<file path="config.mk">
export PLATFORM = sky130hd
export DESIGN_NAME = rf_wb_arbiter_flat
export DESIGN_NICKNAME = d
export VERILOG_FILES = /design/src/rtl/rf_wb_arbiter_if.sv /design/src/rtl/rf_wb_arbiter.sv /design/src/flat_wrapper.sv
export SDC_FILE = /design/constraint.sdc
export NUM_CORES = 1
export LEC_CHECK = 0
export ABC_AREA = 1
export BUFFER_PORTS_ARGS = -buffer_cell sky130_fd_sc_hd__clkbuf_2
export CAP_MARGIN = 20
export CORE_MARGIN = 8
export CORE_UTILIZATION = 44
export CTS_CLUSTER_SIZE = 8
export DETAILED_ROUTE_END_ITERATION = 10
export PLACE_DENSITY = 0.91
export REMOVE_ABC_BUFFERS = 1
export SYNTH_ARGS = -nofsm -noshare
export SYNTH_HDL_FRONTEND = slang
export SYNTH_SLANG_ARGS = --single-unit
</file>
<file path="constraint.sdc">
create_clock -name clk -period 7 [get_ports clk]
set_input_delay 2.1 -clock clk [delete_from_list [all_inputs] [get_ports clk]]
set_output_delay 2.1 -clock clk [all_outputs]
set_load 0.01 [all_outputs]
</file>
<file path="src/rtl/rf_wb_arbiter_if.sv">
// Writeback bus between the requesters and the register-file write-port controller.
// The master side drives requests; the slave side is the arbiter that owns the write port.
interface rf_wb_arbiter_if #(
    parameter int DATA_WIDTH = 32,
    parameter int NUM_REQ    = 3
);
    logic [NUM_REQ-1:0]            req_valid;
    logic [5*NUM_REQ-1:0]          req_addr;
    logic [DATA_WIDTH*NUM_REQ-1:0] req_data;
    logic [NUM_REQ-1:0]            req_ready;
    logic                          wr_en;
    logic [4:0]                    wr_addr;
    logic [DATA_WIDTH-1:0]         wr_data;
    logic                          init_done;

    modport master (
        output req_valid, req_addr, req_data,
        input  req_ready, wr_en, wr_addr, wr_data, init_done
    );

    modport slave (
        input  req_valid, req_addr, req_data,
        output req_ready, wr_en, wr_addr, wr_data, init_done
    );
endinterface

</file>
<file path="src/rtl/rf_wb_arbiter.sv">
// Register-file write-port controller: clears x1..x31 after reset, then shares the
// single write port round-robin among NUM_REQ writeback requesters.
module rf_wb_arbiter #(
    parameter int DATA_WIDTH = 32,
    parameter int NUM_REQ    = 3,
    parameter int INIT_ZERO  = 1
) (
    input  logic             clk,
    input  logic             rst_n,
    rf_wb_arbiter_if.slave   bus
);
    localparam int                PTR_W      = $clog2(NUM_REQ);
    localparam logic [PTR_W-1:0]  LAST_IDX   = PTR_W'(NUM_REQ - 1);
    localparam logic [PTR_W:0]    NUM_REQ_W  = (PTR_W + 1)'(NUM_REQ);

    typedef enum logic {ST_INIT, ST_RUN} state_e;

    localparam state_e RESET_STATE = (INIT_ZERO != 0) ? ST_INIT : ST_RUN;
    localparam logic   RESET_DONE  = (INIT_ZERO == 0);

    state_e                 state_q, state_d;
    logic [4:0]             clrCnt_q, clrCnt_d;
    logic [PTR_W-1:0]       ptr_q, ptr_d;
    logic                   wrEn_q, wrEn_d;
    logic [4:0]             wrAddr_q, wrAddr_d;
    logic [DATA_WIDTH-1:0]  wrData_q, wrData_d;
    logic                   initDone_q, initDone_d;

    logic [2*NUM_REQ-1:0]   validDbl;
    logic [NUM_REQ-1:0]     validRot;
    logic                   anyValid;
    logic [PTR_W-1:0]       offset;
    logic [PTR_W:0]         grantSum;
    logic [PTR_W-1:0]       grantIdx;
    logic [4:0]             selAddr;
    logic [DATA_WIDTH-1:0]  selData;
    logic [NUM_REQ-1:0]     readyVec;

    // Rotate the valid vector so the pointer sits at bit 0; the lowest set bit is the winner.
    always_comb begin
        validDbl = {bus.req_valid, bus.req_valid};
        validRot = NUM_REQ'(validDbl >> ptr_q);
        anyValid = |bus.req_valid;
        offset   = '0;
        for (int k = NUM_REQ - 1; k >= 0; k--) begin
            if (validRot[k]) begin
                offset = PTR_W'(k);
            end
        end
        grantSum = {1'b0, ptr_q} + {1'b0, offset};
        if (grantSum >= NUM_REQ_W) begin
            grantSum = grantSum - NUM_REQ_W;
        end
        grantIdx = grantSum[PTR_W-1:0];

        selAddr  = '0;
        selData  = '0;
        readyVec = '0;
        for (int k = 0; k < NUM_REQ; k++) begin
            if (grantIdx == PTR_W'(k)) begin
                selAddr     = bus.req_addr[5*k +: 5];
                selData     = bus.req_data[DATA_WIDTH*k +: DATA_WIDTH];
                readyVec[k] = anyValid;
            end
        end
    end

    assign bus.req_ready = (state_q == ST_RUN) ? readyVec : '0;
    assign bus.wr_en     = wrEn_q;
    assign bus.wr_addr   = wrAddr_q;
    assign bus.wr_data   = wrData_q;
    assign bus.init_done = initDone_q;

    always_comb begin
        state_d    = state_q;
        clrCnt_d   = clrCnt_q;
        ptr_d      = ptr_q;
        wrEn_d     = 1'b0;
        wrAddr_d   = wrAddr_q;
        wrData_d   = wrData_q;
        initDone_d = initDone_q;
        case (state_q)
            ST_INIT: begin
                wrEn_d   = 1'b1;
                wrAddr_d = clrCnt_q;
                wrData_d = '0;
                clrCnt_d = clrCnt_q + 5'd1;
                if (clrCnt_q == 5'd31) begin
                    state_d    = ST_RUN;
                    initDone_d = 1'b1;
                end
            end
            ST_RUN: begin
                // A write to x0 still completes the handshake but never reaches the file.
                if (anyValid) begin
                    wrEn_d   = (selAddr != 5'd0);
                    wrAddr_d = selAddr;
                    wrData_d = selData;
                    ptr_d    = (grantIdx == LAST_IDX) ? '0 : grantIdx + PTR_W'(1);
                end
            end
        endcase
    end

    always_ff @(posedge clk) begin
        if (!rst_n) begin
            state_q    <= RESET_STATE;
            clrCnt_q   <= 5'd1;
            ptr_q      <= '0;
            wrEn_q     <= 1'b0;
            wrAddr_q   <= '0;
            wrData_q   <= '0;
            initDone_q <= RESET_DONE;
        end else begin
            state_q    <= state_d;
            clrCnt_q   <= clrCnt_d;
            ptr_q      <= ptr_d;
            wrEn_q     <= wrEn_d;
            wrAddr_q   <= wrAddr_d;
            wrData_q   <= wrData_d;
            initDone_q <= initDone_d;
        end
    end
endmodule

</file>
<file path="src/flat_wrapper.sv">
// flat-port wrapper written by rule: the top's interface ports become plain ports
module rf_wb_arbiter_flat 
#(
    parameter int DATA_WIDTH = 32,
    parameter int NUM_REQ    = 3,
    parameter int INIT_ZERO  = 1
)
  (clk, rst_n, bus_req_valid, bus_req_addr, bus_req_data, bus_req_ready, bus_wr_en, bus_wr_addr, bus_wr_data, bus_init_done);
  rf_wb_arbiter_if #(.DATA_WIDTH(DATA_WIDTH), .NUM_REQ(NUM_REQ)) bus_i ();
  input  logic clk;
  input  logic rst_n;
  input wire logic [$bits(bus_i.req_valid)-1:0] bus_req_valid;
  input wire logic [$bits(bus_i.req_addr)-1:0] bus_req_addr;
  input wire logic [$bits(bus_i.req_data)-1:0] bus_req_data;
  output wire logic [$bits(bus_i.req_ready)-1:0] bus_req_ready;
  output wire logic [$bits(bus_i.wr_en)-1:0] bus_wr_en;
  output wire logic [$bits(bus_i.wr_addr)-1:0] bus_wr_addr;
  output wire logic [$bits(bus_i.wr_data)-1:0] bus_wr_data;
  output wire logic [$bits(bus_i.init_done)-1:0] bus_init_done;
  assign bus_i.req_valid = bus_req_valid;
  assign bus_i.req_addr = bus_req_addr;
  assign bus_i.req_data = bus_req_data;
  assign bus_req_ready = bus_i.req_ready;
  assign bus_wr_en = bus_i.wr_en;
  assign bus_wr_addr = bus_i.wr_addr;
  assign bus_wr_data = bus_i.wr_data;
  assign bus_init_done = bus_i.init_done;
  rf_wb_arbiter #(.DATA_WIDTH(DATA_WIDTH), .NUM_REQ(NUM_REQ), .INIT_ZERO(INIT_ZERO)) u_core (.clk(clk), .rst_n(rst_n), .bus(bus_i));
endmodule
</file>
# --- Word level (Yosys, flattened, before mapping) ---
# Index checks and enable logic that the tools add are counted.
word_totals:
  reg_bits: 47
  out_inout_bits: 42
  elab_cells: 46
classes:
  addsub: 4
  magnitude_cmp: 1
  eq_ne: 4
  shift: 1
  muxes: 23
  bitwise_logic: 1
  reduce_logical: 5
op_table:
  columns: ["cell", "count"]
  rows:
  - ["32-bit 2-to-1 mux", 4]
  - ["32-bit case mux with 2 select lines", 1]
  - ["5-bit 2-to-1 mux", 4]
  - ["2-bit 2-to-1 mux", 5]
  - ["5-bit case mux with 2 select lines", 1]
  - ["1-bit 2-to-1 mux", 6]
  - ["6-bit by 2-bit >> shifter with 3-bit output", 1]
  - ["5-bit by 1-bit adder with 5-bit output, second input constant", 1]
  - ["5-bit equality test, second input constant", 1]
  - ["5-bit nonzero test", 1]
  - ["2-bit AND reduction", 2]
  - ["2-bit by 2-bit adder with 3-bit output", 1]
  - ["3-bit by 2-bit greater-or-equal comparator with 1-bit output, second input constant", 1]
  - ["3-bit 2-to-1 mux", 1]
  - ["3-bit OR reduction", 1]
  - ["2-bit by 1-bit adder with 2-bit output, second input constant", 1]
  - ["2-bit by 1-bit equality test with 1-bit output, second input constant", 1]
  - ["2-bit equality test, second input constant", 1]
  - ["2-bit logical NOT", 1]
  - ["2-bit inequality test, second input constant", 1]
  - ["1-bit case mux with 2 select lines", 1]
  - ["2-bit subtractor, second input constant", 1]
  - ["1-bit inverter", 1]

# --- Longest topological paths before layout ---
logic_depth:
  ltp_word: 14
  mapped_depth: 22

# --- Worst setup path after synthesis ---
# OpenSTA, ideal clock, no wires.
synth_path:
  path_type: "in2out"
  from: "in bus_req_valid[1]"
  to: "out bus_req_ready[2]"
  arrival_ns: 4.357
  path_slack_ns: 0.543
  stages: 15
  n_path_buf: 1
  cell_sequence: "inv_1 > o21ai_0 > nand2_1 > a22oi_1 > ha_1 > inv_1 > fa_1 > inv_1 > ha_1 > inv_2 > nand3_2 > nand2_2 > nand2_4 > buf_2 > nor3_1"
synth_between:
  elab_chain_cells: 10
  word_cells_on_any_way: 12
synth_rtl:
  columns: ["element", "line", "text"]
  rows:
  - ["from (decl)", "flat_wrapper.sv:12", "input wire logic [$bits(bus_i.req_valid)-1:0] bus_req_valid;"]
  - ["6-bit by 2-bit >> shifter with 3-bit output", "rf_wb_arbiter.sv:42", "validRot = NUM_REQ'(validDbl >> ptr_q);"]
  - ["2-bit 2-to-1 mux (3 in a row)", "rf_wb_arbiter.sv:46", "if (validRot[k]) begin"]
  - ["2-bit by 2-bit adder with 3-bit output", "rf_wb_arbiter.sv:50", "grantSum = {1'b0, ptr_q} + {1'b0, offset};"]
  - ["3-bit by 2-bit greater-or-equal comparator with 1-bit output / 2-bit subtractor (equally long branches)", "rf_wb_arbiter.sv:51, rf_wb_arbiter.sv:52", null]
  - ["2-bit 2-to-1 mux", "rf_wb_arbiter.sv:51", "if (grantSum >= NUM_REQ_W) begin"]
  - ["2-bit equality test", "rf_wb_arbiter.sv:60", "if (grantIdx == PTR_W'(k)) begin"]
  - ["1-bit 2-to-1 mux *", "rf_wb_arbiter.sv:60", null]
  - ["3-bit 2-to-1 mux *", "rf_wb_arbiter.sv:68", "assign bus.req_ready = (state_q == ST_RUN) ? readyVec : '0;"]
  - ["to (decl)", "flat_wrapper.sv:15", "output wire logic [$bits(bus_i.req_ready)-1:0] bus_req_ready;"]
# Mark *: on every way between the ends. The rest lies on a longest branch, timed or not.

# --- Worst setup path in the final report ---
layout_path:
  from: "in bus_req_valid[2]"
  to: "out bus_req_ready[1]"
layout_between:
  elab_chain_cells: 10
  word_cells_on_any_way: 12
layout_rtl:
  columns: ["element", "line"]
  rows:
  - ["6-bit by 2-bit >> shifter with 3-bit output", "rf_wb_arbiter.sv:42"]
  - ["2-bit 2-to-1 mux (3 in a row)", "rf_wb_arbiter.sv:46"]
  - ["2-bit by 2-bit adder with 3-bit output", "rf_wb_arbiter.sv:50"]
  - ["3-bit by 2-bit greater-or-equal comparator with 1-bit output / 2-bit subtractor (equally long branches)", "rf_wb_arbiter.sv:51, rf_wb_arbiter.sv:52"]
  - ["2-bit 2-to-1 mux", "rf_wb_arbiter.sv:51"]
  - ["2-bit by 1-bit equality test with 1-bit output", "rf_wb_arbiter.sv:60"]
  - ["1-bit 2-to-1 mux *", "rf_wb_arbiter.sv:60"]
  - ["3-bit 2-to-1 mux *", "rf_wb_arbiter.sv:68"]
# Marks and branches as above.

==> results.py <==
metrics = {
    "cts": {
        "cts_tree": "yes",
        "cts_root_buffer": "clkbuf_8",
        "cts.sinks": 47,
        "cts.clk_slew.worst_paths_ns": 0.08,
        "clkLatencyLatePin_ns": 0.29,
        "cts_buffers": 5,
        "ctsHoldBuffers": 0,
        "cts_buffer_depth": 2,
        "htree_levels": 2,
    },
    "synth": {
        "synthesis.area_sq_mm": 0.00272,
        "ys_ff_latch": 47,
        "synthTopCellsByCount": "nand2_1, dfxtp_1, nand3_1",
        "synth_cells": 407,
        "synthTopCellsByArea": "dfxtp_1, nand2_1, nand3_1, a21oi_2, a21oi_1",
        "synth_top_area_share_pct": 34.6,
        "synth_most_common_cell": "nand2_1",
        "postSynth.asyncResetShare_pct": 0,
        "ys_warn_count": 0,
        "yosysSeqAreaShare_pct": 34.6,
        "synthFlopType": "dfxtp_1",
        "yosysTopAreaCell": "dfxtp_1",
        "synth_cell_types": 28,
        "synth_area_per_cell_sq_um": 6.69,
        "synth_edf_count": 0,
    },
    "detailed_routing": {
        "wl_per_cell_um": 14.4,
        "postRouteAntennaNets": 0,
        "firstDrtPassIters": 4,
        "via_count": 3238,
        "drtIter0Drc": 132,
        "totalWireLength_um": 9140,
        "drc": 0,
        "vias_per_cell": 5.12,
    },
    "die": {
        "dieArea_sq_mm": 0.00896,
        "die_w_um": 94.6,
        "io_pins": 158,
        "fp.coreArea_sq_mm": 0.00596,
        "start_util_pct": 45.7,
        "die_h_um": 94.6,
        "rows": 28,
    },
    "placed_design": {
        "hpwl_um": 7210,
        "dpl.cell_count": 623,
        "dpl_worst_slack_ns": 0.133,
        "port_buffers": 157,
        "gp_congestion": 0.859,
    },
    "global_routing": {
        "grt_pass1_wl_um": 14400,
        "track_usage_pct": 19.6,
        "grt_max_degree": 35,
        "antenna_found_initial": 0,
        "grt_overflow": 0,
        "grt_pass1_vias": 3236,
    },
    "setup_path": {
        "worst-path-buf-inv": 5,
        "critical_path_class": "primary input to output port",
        "startpoint": "bus_req_valid[2]",
        "cp-end-kind": "output port",
        "crit_fanout": 8,
        "cp_top_family": "adder cells",
        "worst_ep_required_time_ns": 4.90,
        "cp-start-kind": "primary input",
        "cp_slowest_cell": "fa_1",
        "max_stage_delay_ns": 0.56,
        "r2r-start": "u_core.ptr_q[0]",
        "crit_path_cell_trace": "clkbuf_2 -> o21ai_0 -> nand2_1 -> a22oi_1 -> ha_1 -> inv_1 -> fa_1 -> inv_1 -> ha_1 -> inv_2 -> nand4_1 -> nand2_4 -> nand2_2 -> nor2_1 -> clkbuf_2",
        "cp.arrival_ns": 4.69,
    },
    "power": {
        "powerDensity_mw_per_mm2": 157,
        "vdd_ir_drop_max_mv": 0.0987,
        "p_leak_nw": 1.79,
    },
    "timing": {
        "worst_pin_slew_ns": 0.724,
        "setup_ws_ns": 0.208,
        "timing.final.crit_share_pct": 97.0,
        "slew_headroom_pct": 51.7,
        "whs_ns": 0.467,
        "slew_violations": 0,
        "period_minus_slack_ns": 6.79,
        "setup_viol": 0,
        "tns_ns": 0,
        "hold_violations": 0,
        "fmax_ghz": 0.147,
        "skew_ns": 0.00460,
    },
    "cells_and_area": {
        "fin_cells": 633,
        "layout-drive-gt1-share_pct": 36.6,
        "n_antenna_cell": 0,
        "syn2layout_area_growth_pct": 35.3,
        "nNetsFinal": 679,
        "num-fill-cells": 546,
        "final_core_util_pct": 61.8,
    },
    "run_status": {
        "outcome": "completed",
    },
    "job": {
        "drv_cap": 0,
    },
    "worst_hold_path": {
        "min-delay-start": "u_core.bus.wr_data[21]",
        "hp-class": "register to register",
    },
}
[layer usage]
layer	track usage (%)	vias up	routed length (um)	part of all wire, %
li1	-	1642	-	-
met1	22.4	1428	3600	39
met2	34.8	159	4430	48
met3	6.27	9	1010	11
met4	4.29	0	93	1.0
met5	0	-	0	0
[worst register-to-register path: cells and delay by family (launching register included)]
family | cells | cell delay, ns
compound gates | 3 | 0.57
fa+ha+maj | 3 | 0.97
buf+inv | 4 | 0.40
simple gates | 8 | 1.20
flops | 1 | 0.38
[kinds of logic after synthesis]
logic type      Yosys count  synth area share [%]
fa+ha+maj                 5                  2.57
compound gates           85                  20.0
simple gates            227                  35.2
buf+inv                  43                  7.68
flops                    47                  34.6
[registers in the layout, indices dropped and copies added, names as in the netlist]
name                  cells
u_core.clrCnt_q           5
u_core.bus.wr_en          1
u_core.bus.init_done      1
u_core.state_q            1
u_core.ptr_q              2
u_core.bus.wr_addr        5
u_core.bus.wr_data       32
[layout make-up]
| cell class | instances | area [sq um] | share of cell area, % |
|---|---|---|---|
| Sequential cell | 47 | 941 | 25.6 |
| Clock inverter | 1 | 30.0 | 0.816 |
| Clock buffer | 6 | 72.6 | 1.97 |
| Tap cell | 75 | 93.8 | 2.55 |
| Inverter | 21 | 81.3 | 2.21 |
| Timing Repair Buffer | 165 | 866 | 23.5 |
| Multi-Input combinational cell | 318 | 1600 | 43.4 |
[where the power goes]
group / switching (mW) / internal (mW) / total (mW)
clock network: 0.0836 / 0.105 / 0.188
logic: 0.0663 / 0.0491 / 0.115
registers: 0.00310 / 0.271 / 0.274
total: 0.153 / 0.425 / 0.578
[cells in the final DEF (no fill, tap or decap), drive strengths merged]
master,n
o21ai,22
dfxtp,47
a21oi,36
ha,4
nor2,18
o21a,1
clkbuf,163
a22oi,7
o211ai,14
nand3,35
fa,1
nor3,4
buf,8
nand4,1
nand2,170
a31oi,5
bufinv,1
inv,21
[worst paths after layout]
| check | slack [ns] | cells past startpoint | to |
|---|---|---|---|
| max | 0.21 | 15 | bus_req_ready[1] |
| min | 0.47 | 2 | u_core.bus.wr_data[21] |
| max reg2reg | 3.43 | 18 | u_core.bus.wr_data[29] |
| min reg2reg | 0.47 | 2 | u_core.bus.wr_data[21] |
[what timing repair did]
action,in CTS,in global routing
setup endpoints to repair,0,3
setup buffers,0,2
resized for setup,0,3
[through the flow]
| stage | cell area, sq um | total power, mW |
|---|---|---|
| after floorplan | 2590 | 0.339 |
| after global placement | 3510 | 0.387 |
| after detailed placement | 3540 | 0.392 |
| after CTS | 3640 | 0.581 |
| after global routing | 3680 | 0.613 |
| final | 3680 | 0.578 |
Note: power is estimated with default switching activity, not from simulation.
